--- src/rtl/arb_cycle_extract.sv ---
// Negative-cycle (arbitrage) detector run after Bellman-Ford relaxation.
// Rescans every edge, walks predecessors into the cycle, then streams its vertices out.
module arb_cycle_extract #(
    parameter int unsigned         NODES    = 16,
    parameter int unsigned         PRED_W   = 8,
    parameter int unsigned         WEIGHT_W = 32,
    parameter logic [WEIGHT_W-1:0] INF      = {1'b0, {(WEIGHT_W-1){1'b1}}}
) (
    input  logic                       clk,
    input  logic                       cycle_reset,
    input  logic                       bellman_done,
    input  logic [PRED_W+WEIGHT_W-1:0] vertmat_q_a,
    input  logic [PRED_W+WEIGHT_W-1:0] vertmat_q_b,
    input  logic [WEIGHT_W-1:0]        adjmat_q,
    output logic [PRED_W-1:0]          vertmat_addr_a,
    output logic [PRED_W-1:0]          vertmat_addr_b,
    output logic [PRED_W-1:0]          adjmat_row_addr,
    output logic [PRED_W-1:0]          adjmat_col_addr,
    output logic [PRED_W-1:0]          out_vertex,
    output logic                       out_valid,
    output logic                       out_last,
    input  logic                       out_ready,
    output logic                       cycle_found,
    output logic [PRED_W:0]            cycle_len,
    output logic                       cycle_done
);

    typedef enum logic [2:0] {
        StIdle, StScanRd, StScanChk, StWalkRd, StWalk, StEmitRd, StEmit, StDone
    } state_e;

    localparam logic [PRED_W-1:0] LastIdx = PRED_W'(NODES - 1);
    localparam logic [PRED_W:0]   LastCnt = (PRED_W+1)'(NODES - 1);
    localparam logic [PRED_W-1:0] OneIdx  = PRED_W'(1);
    localparam logic [PRED_W:0]   OneCnt  = (PRED_W+1)'(1);

    state_e              state_q, state_d;
    logic [PRED_W-1:0]   i_q, i_d, j_q, j_d, cur_q, cur_d, start_q, start_d;
    logic [PRED_W-1:0]   pred_q, pred_d;
    logic [PRED_W:0]     cnt_q, cnt_d, len_q, len_d;
    logic                found_q, found_d, lat_q, lat_d, last_q, last_d;

    logic [PRED_W-1:0]   pred_a, pred_now;
    logic                last_now, violation;
    logic signed [WEIGHT_W:0] sw_ext, e_ext, dw_ext, sum_ext;
    logic                unused_pred_b;

    assign pred_a        = vertmat_q_a[PRED_W+WEIGHT_W-1:WEIGHT_W];
    assign unused_pred_b = ^vertmat_q_b[PRED_W+WEIGHT_W-1:WEIGHT_W];

    // One extra bit so the relaxation sum cannot overflow.
    assign sw_ext  = {vertmat_q_a[WEIGHT_W-1], vertmat_q_a[WEIGHT_W-1:0]};
    assign dw_ext  = {vertmat_q_b[WEIGHT_W-1], vertmat_q_b[WEIGHT_W-1:0]};
    assign e_ext   = {adjmat_q[WEIGHT_W-1], adjmat_q};
    assign sum_ext = sw_ext + e_ext;
    assign violation = (adjmat_q != '0) && (vertmat_q_a[WEIGHT_W-1:0] != INF) &&
                       (sum_ext < dw_ext);

    assign out_vertex  = cur_q;
    assign cycle_found = found_q;
    assign cycle_len   = len_q;
    assign cycle_done  = (state_q == StDone);

    always_comb begin
        state_d = state_q;
        i_d     = i_q;
        j_d     = j_q;
        cur_d   = cur_q;
        start_d = start_q;
        cnt_d   = cnt_q;
        len_d   = len_q;
        found_d = found_q;
        lat_d   = lat_q;
        pred_d  = pred_q;
        last_d  = last_q;

        vertmat_addr_a  = cur_q;
        vertmat_addr_b  = j_q;
        adjmat_row_addr = i_q;
        adjmat_col_addr = j_q;
        out_valid       = 1'b0;
        out_last        = 1'b0;

        // Memory data is only fresh in the first EMIT cycle; later cycles use the latched copy.
        pred_now = lat_q ? pred_q : pred_a;
        last_now = lat_q ? last_q : ((pred_a == start_q) || (len_q == LastCnt));

        case (state_q)
            StIdle: begin
                if (bellman_done) begin
                    i_d     = '0;
                    j_d     = '0;
                    state_d = StScanRd;
                end
            end
            StScanRd: begin
                vertmat_addr_a = i_q;
                state_d        = StScanChk;
            end
            StScanChk: begin
                vertmat_addr_a = i_q;
                if (violation) begin
                    found_d = 1'b1;
                    cur_d   = j_q;
                    cnt_d   = '0;
                    state_d = StWalkRd;
                end else if ((i_q == LastIdx) && (j_q == LastIdx)) begin
                    found_d = 1'b0;
                    state_d = StDone;
                end else begin
                    state_d = StScanRd;
                    if (j_q == LastIdx) begin
                        j_d = '0;
                        i_d = i_q + OneIdx;
                    end else begin
                        j_d = j_q + OneIdx;
                    end
                end
            end
            StWalkRd: state_d = StWalk;
            StWalk: begin
                // After NODES steps the walk is guaranteed to sit on the cycle.
                cur_d = pred_a;
                cnt_d = cnt_q + OneCnt;
                if (cnt_q == LastCnt) begin
                    start_d = pred_a;
                    len_d   = '0;
                    state_d = StEmitRd;
                end else begin
                    state_d = StWalkRd;
                end
            end
            StEmitRd: begin
                lat_d   = 1'b0;
                state_d = StEmit;
            end
            StEmit: begin
                out_valid = 1'b1;
                out_last  = last_now;
                lat_d     = 1'b1;
                pred_d    = pred_now;
                last_d    = last_now;
                if (out_ready) begin
                    len_d   = len_q + OneCnt;
                    cur_d   = pred_now;
                    lat_d   = 1'b0;
                    state_d = last_now ? StDone : StEmitRd;
                end
            end
            StDone:  state_d = StDone;
            default: state_d = StDone;
        endcase
    end

    always_ff @(posedge clk) begin
        if (cycle_reset) begin
            state_q <= StIdle;
            i_q     <= '0;
            j_q     <= '0;
            cur_q   <= '0;
            start_q <= '0;
            cnt_q   <= '0;
            len_q   <= '0;
            found_q <= 1'b0;
            lat_q   <= 1'b0;
            pred_q  <= '0;
            last_q  <= 1'b0;
        end else begin
            state_q <= state_d;
            i_q     <= i_d;
            j_q     <= j_d;
            cur_q   <= cur_d;
            start_q <= start_d;
            cnt_q   <= cnt_d;
            len_q   <= len_d;
            found_q <= found_d;
            lat_q   <= lat_d;
            pred_q  <= pred_d;
            last_q  <= last_d;
        end
    end

endmodule

--- config.mk ---
export PLATFORM = sky130hd
export DESIGN_NAME = arb_cycle_extract
export DESIGN_NICKNAME = d
export VERILOG_FILES = /design/src/rtl/arb_cycle_extract.sv
export SDC_FILE = /design/constraint.sdc
export NUM_CORES = 1
export LEC_CHECK = 0
export CAP_MARGIN = 20
export CORE_MARGIN = 2
export CORE_UTILIZATION = 35
export CTS_BUF_LIST = sky130_fd_sc_hd__clkbuf_16
export CTS_CLUSTER_SIZE = 12
export DETAILED_ROUTE_END_ITERATION = 10
export HOLD_SLACK_MARGIN = 0.1
export MAX_ROUTING_LAYER = met4
export SLEW_MARGIN = 30
export SYNTH_ARGS = -nofsm -noshare
export SYNTH_HDL_FRONTEND = slang
export SYNTH_SLANG_ARGS = --single-unit
--- constraint.sdc ---
create_clock -name clk -period 5.6 [get_ports clk]
set_input_delay 1.68 -clock clk [delete_from_list [all_inputs] [get_ports clk]]
set_output_delay 1.68 -clock clk [all_outputs]
set_load 0.02 [all_outputs]
After elaboration in Yosys (flattened, before gate mapping)
Index checks and enable logic that the tools add are counted.
{ "totals": {"regBits": 64, "word_cells": 91, "out_inout_bits": 53, "input_bits": 116} }
{ "classes": {"n_reduce_logical": 21, "n_addsub": 5, "magnitude_cmp": 1, "n_eq_ne": 20, "mux": 33} }
{ "ops": {"columns": ["cell", "count"], "rows": [
  ["two-way mux 8 bit", 11],
  ["case mux 9 bit (2 select lines)", 2],
  ["adder 32 x 32 -> 33 bit", 1],
  ["< comparator 33 x 32 -> 1 bit", 1],
  ["inequality test 32 x 31 -> 1 bit (second input constant)", 1],
  ["case mux 8 bit (2 select lines)", 2],
  ["nonzero test 32 bit", 1],
  ["two-way mux 9 bit", 3],
  ["case mux 3 bit (8 select lines)", 1],
  ["case mux 8 bit (3 select lines)", 1],
  ["adder 9 x 1 -> 9 bit (second input constant)", 2],
  ["equality test 9 x 4 -> 1 bit (second input constant)", 2],
  ["adder 8 x 1 -> 8 bit (second input constant)", 2],
  ["equality test 8 x 4 -> 1 bit (second input constant)", 2],
  ["two-way mux 3 bit", 5],
  ["inequality test 2 bit (second input constant)", 7],
  ["equality test 3 bit (second input constant)", 4],
  ["nonzero test 2 bit", 5],
  ["equality test 8 bit", 1],
  ["AND reduction 2 bit", 4],
  ["equality test 3 x 2 -> 1 bit (second input constant)", 2],
  ["two-way mux 1 bit", 6],
  ["AND reduction 3 bit", 2],
  ["AND reduction 5 bit", 1],
  ["other kinds (9)", 11]
]} }

Longest topological paths before layout
{ "depth": {"depth_word": 6, "mapped_depth": 23, "ltp_nobuf": 22} }

Worst setup path after synthesis
OpenSTA, ideal clock, no wires.
{ "synth_path": {"path_kind": "input to register", "start": "input vertmat_q_a[0]", "end": "register cur_q[0], in the netlist out_vertex[0]", "cell_stages": 22, "setup_time_ns": 0.128, "slack_ns": -0.282, "t_required_ns": 5.472, "arrival_ns": 5.754, "path_buffers": 1, "path_cell_list": "ha_1 > inv_1 > fa_1 > nor2b_1 > o31a_1 > a31o_2 > a41oi_1 > nor2_1 > a211oi_2 > o31ai_1 > nor2b_1 > o22ai_1 > ha_1 > nand4_1 > or2_1 > o221ai_1 > a21oi_1 > mux2_2 > buf_6 > o22ai_4 > mux2i_1 > nor2_1"} }
{ "synth_between": {"elab_chain_len": 5, "elab_cells_between_ends": 7, "classes_between": "add/sub: 1; order compare: 1; eq/ne: 2; reduce/logical: 3"} }
{ "synth_lines": {"columns": ["element", "line_no", "source"], "rows": [
  ["start, declared", "12", "input logic [PRED_W+WEIGHT_W-1:0] vertmat_q_a,"],
  ["adder 32 x 32 -> 33 bit / inequality test 32 x 31 -> 1 bit (equally long branches)", "55, 56", null],
  ["< comparator 33 x 32 -> 1 bit / logical AND 1 bit (equally long branches)", "57, 56", null],
  ["logical AND 1 bit *", "56", "assign violation = (adjmat_q != '0) && (vertmat_q_a[WEIGHT_W-1:0] != INF) &&"],
  ["inequality test 2 bit (no line) *", null, null],
  ["AND reduction 3 bit (no line) *", null, null],
  ["end signal, assigned", "172", "cur_q <= cur_d;"],
  ["end, declared", "38", "logic [PRED_W-1:0] i_q, i_d, j_q, j_d, cur_q, cur_d, start_q, start_d;"]
]} }
Mark *: on every way between the ends. The rest lies on a longest branch, timed or not.
A chain may end at the register's enable or synchronous reset.

Final worst setup path
{ "layout_path": {"start": "input adjmat_q[4]", "end": "register cnt_q[4]"} }
{ "layout_between": {"elab_chain_len": 5, "elab_cells_between_ends": 7, "classes_between": "add/sub: 1; order compare: 1; eq/ne: 1; reduce/logical: 4"} }
{ "layout_lines": {"columns": ["element", "line_no", "source"], "rows": [
  ["start, declared", "14", "input logic [WEIGHT_W-1:0] adjmat_q,"],
  ["adder 32 x 32 -> 33 bit / nonzero test 32 bit (equally long branches)", "55, 56", null],
  ["< comparator 33 x 32 -> 1 bit / logical AND 1 bit (equally long branches)", "57, 56", null],
  ["logical AND 1 bit *", "56", null],
  ["inequality test 2 bit (no line) *", null, null],
  ["AND reduction 2 bit (no line) *", null, null],
  ["end signal, assigned", "174", "cnt_q <= cnt_d;"],
  ["end, declared", "40", "logic [PRED_W:0] cnt_q, cnt_d, len_q, len_d;"]
]} }
Marked as above.

==> summary.md <==
| Metric | Value |
|---|---|
| Status | `finished, violations left` |
| Violated checks | `setup timing` |
| GRT met1 Usage | `27.8%` |
| WHS Endpoint | `pred_q[2]` |
| Period utilization | `101%` |
| Most frequent cell after synthesis | `nor2_1` |
| Worst R2R Setup Slack | `2.76 ns` |
| Max-Cap Viols | `0` |
| Post-Synth Simple-Gate Area | `21.3%` |
| Ys async rst share | `0%` |
| Via count | `6352` |
| RR Endpoint | `cycle_len[8]` |
| Dominant cells by area after synthesis | `dfxtp_1 (22%), ha_1 (15%), a21oi_1 (5.0%), nor2_1 (4.8%), mux2i_1 (4.5%)` |
| Post-synthesis mux area share | `6.77%` |
| CP max FO | `7` |
| Via density | `5.13` |
| Final worst setup slack | `-0.0760 ns` |
| GR Layer Usage met2 | `34.7%` |
| Drc violations | `0` |
| Core Area | `16500 um^2` |
| Synth Area in Compound Gates | `23.2%` |
| Mean Syn Cell Area | `7.74 um^2` |
| Worst setup path startpoint | `adjmat_q[4]` |
| Largest net degree at the start of global routing | `42` |
| Wirelength per Cell | `14.5 um` |
| Global-route wire length before repair | `30.1 mm` |
| RSZ-0062 raised after global routing | `true` |
| Final non-filler cell total | `1238` |
| Placed instance area | `8430 um^2` |
| H-tree depth | `3` |
| Hold crit path type | `flip-flop to flip-flop` |
| Worst r2r path cells | `5` |
| Startpoint Class | `primary input` |
| Final Total Pwr | `0.00172 W` |
| Power Density | `186 nW/um^2` |
| EDFF count, synth | `0` |
| Remaining antenna violation count after routing | `0` |
| Post-synth top cells | `nor2_1 (74), nand2_1 (69), ha_1 (68)` |
| Max Clk Rate | `176 MHz` |
| GRT Util Overall | `21.1%` |
| Largest family of logic cells by synthesized area | `compound AO/OA/AOI/OAI gates` |
| Setup crit end kind | `flip-flop` |
| Reg2reg start | `state_q[2]` |
| Vias in the first global route | `6268` |
| Sequential area share after synthesis | `21.9%` |
| Max IR drop VDD | `177 uV` |
| Leakage | `3.88 nW` |
| Max-slew violations | `0` |
| Die X | `133 um` |
| Dominant synthesized flop cell | `dfxtp_1` |
| Top-Level Pins | `169` |
| Sw Pwr | `0.000516 W` |
| Area Growth Syn to Fin | `58.3%` |
| Met3 usage | `2.47%` |
| CTS Buf Count | `9` |
| Die H | `133 um` |
| Most used routing layer | `met2` |
| Post-Synth XOR/XNOR Area | `6.00%` |
| Sum Neg Setup Slack | `-1.30 ns` |
| Largest area contributor in the netlist | `dfxtp_1` |
| Final Instance Area | `9240 um^2` |
| Initial antenna violation count | `1` |
| Mapped Cells | `754` |
| Clk pwr share | `34.8%` |
| Reg power frac | `26.9%` |
| FP Rows | `47` |
| CTS Hold Bufs | `0` |
| Yosys top cell area share | `21.9%` |
| Hold Crit Depth | `2` |
| Endpoints failing setup | `27` |
| CTS Buffer Depth | `2` |
| PortBufs | `160` |
| Sw frac | `30.0%` |
| Power Internal | `0.00120 W` |
| Max-slew headroom | `50.6%` |
| DRT Wirelength | `17.9 mm` |
| Library cells used by synthesis | `65` |
| YS warnings | `0` |
| Post-DP HPWL | `14.1 mm` |
| Final #Nets | `1197` |
| First-pass DRT Iterations | `5` |
| Clk root buf | `clkbuf_16` |
| Hold Startpoint | `pred_q[2]` |
| Initial core utilization | `35.5%` |
| Register bit count reported by yosys | `64` |
| Adder-Cell Fraction of Synth Area | `14.9%` |
| Final min period | `5.68 ns` |
| CP Data Required Time | `5.78 ns` |
| GP Congestion | `0.882` |
| Hold Vio Cnt, Final | `0` |
| Syn Nets | `939` |
| Filler cells | `1583` |
| DIE AREA | `17700 um^2` |
| Least-Margin Pin Slew | `0.741 ns` |
| Util after Layout | `56.1%` |
| Grt ovf | `0` |
| Clk_lat worst skew | `0.33 ns` |
| Clock Sinks | `64` |
| Synthesized area | `5840 um^2` |
| Combinational cell fraction of total power | `38.3%` |
| Worst clock skew | `0.00695 ns` |
| Layout cell share with drive strength beyond 1 | `22.8%` |
| Crit path kind | `primary input to flip-flop` |
| Initial drt markers | `340` |
| Placed cells | `1202` |
| Critical Path AT | `5.86 ns` |
| Clk slew on worst S/H paths | `0.05 ns` |
| CTS tree | `built` |
layout by cell type (no fill, tap or decap), drive strengths merged, types with 7 or more instances in the layout:
master and count:
nand2 69, clkdlybuf4s50 125, nand4 22, inv 55
o211ai 12, and3 13, dlygate4sd2 18, nor4 13
buf 124, a21o 18, a21oi 58, nor2 75
nand2b 9, nand3 20, xor2 11, ha 68
a311oi 7, nor3 10, o21ai 47, mux2i 26
dfxtp 64, clkbuf 12, xnor2 29, nor2b 10
mux2 12
per-stage QoR:
| stage | hold WS [ns] | setup WS [ns] |
|---|---|---|
| final | 0.473 | -0.0760 |
| after global routing | 0.487 | -0.325 |
| after CTS | 0.473 | -0.0925 |
| after detailed placement | 0.466 | -1.03 |
| after global placement | 0.460 | -1.01 |
| after floorplan | 0.439 | -0.0791 |
worst max path at each step:
stage                         end  slack [ns]  depth (start not counted)
2_1_floorplan       out_vertex[0]       -0.08                         20
3_3_place_gp   adjmat_col_addr[6]       -1.01                         20
3_5_place_dp   adjmat_col_addr[6]       -1.03                         23
4_1_cts             out_vertex[7]       -0.09                         24
5_1_grt             out_vertex[6]       -0.33                         21
6_report                 cnt_q[4]       -0.08                         21
registers in the layout, summed over array words and instances (netlist names):
signal           flops
pred_q               8
cycle_len            9
adjmat_row_addr      8
cycle_found          1
last_q               1
adjmat_col_addr      8
state_q              3
start_q              8
out_vertex           8
lat_q                1
cnt_q                9
layout make-up:
cell class              count  area, um^2  area share (%)
diodes                      1        2.50          0.0271
clock buffers               9         225            2.44
clock inverters             7        93.8            1.02
inverters                  53         199            2.15
multi-input cells         609        4700            50.8
flip-flops and latches     64        1280            13.9
well taps                 220         275            2.98
repair buffers            275        2460            26.7
repair_timing:
item                                    4_1_cts  5_1_grt
setup buffers                                12        7
endpoints found under the setup margin       36       36
pin swaps                                    57       19
hold endpoints to repair                      0        0
resized for setup                           108       49
cells by family after synthesis:
family | Yosys count
AO/OA/AOI/OAI | 202
XOR/XNOR | 40
adder cells (fa/ha/maj) | 69
buffers and inverters | 81
flip-flops | 64
multiplexers | 38
AND/OR/NAND/NOR | 260
worst max-delay path, stage by stage:
cell,delay [ns]
dlygate4sd2_1,0.27
ha_4,0.19
nor2_1,0.08
o211ai_1,0.15
a221o_1,0.46
a221oi_4,0.33
a31oi_4,0.14
a311oi_2,0.30
a21oi_2,0.14
a21oi_2,0.18
o211ai_1,0.10
ha_1,0.29
nand4_1,0.11
or2_1,0.28
o221ai_2,0.15
a21oi_2,0.05
mux2_4,0.38
buf_4,0.16
o21ai_4,0.18
buf_6,0.13
a311oi_1,0.08
layer usage:
layer / wire length (um) / up-vias
li1: - / 3274
met1: 8520 / 2911
met3: 854 / 13
met4: 198 / 0
met5: 0 / -
met2: 8320 / 154
power by group through the flow:
stage	combinational [W]	sequential (W)	clock [W]
floorplan	0.000335	0.000470	0
global placement	0.000578	0.000472	0
detailed placement	0.000582	0.000472	0
CTS	0.000626	0.000462	0.000608
global route	0.000734	0.000463	0.000628
finish	0.000657	0.000463	0.000598
Power figures use the tool's default switching activity.
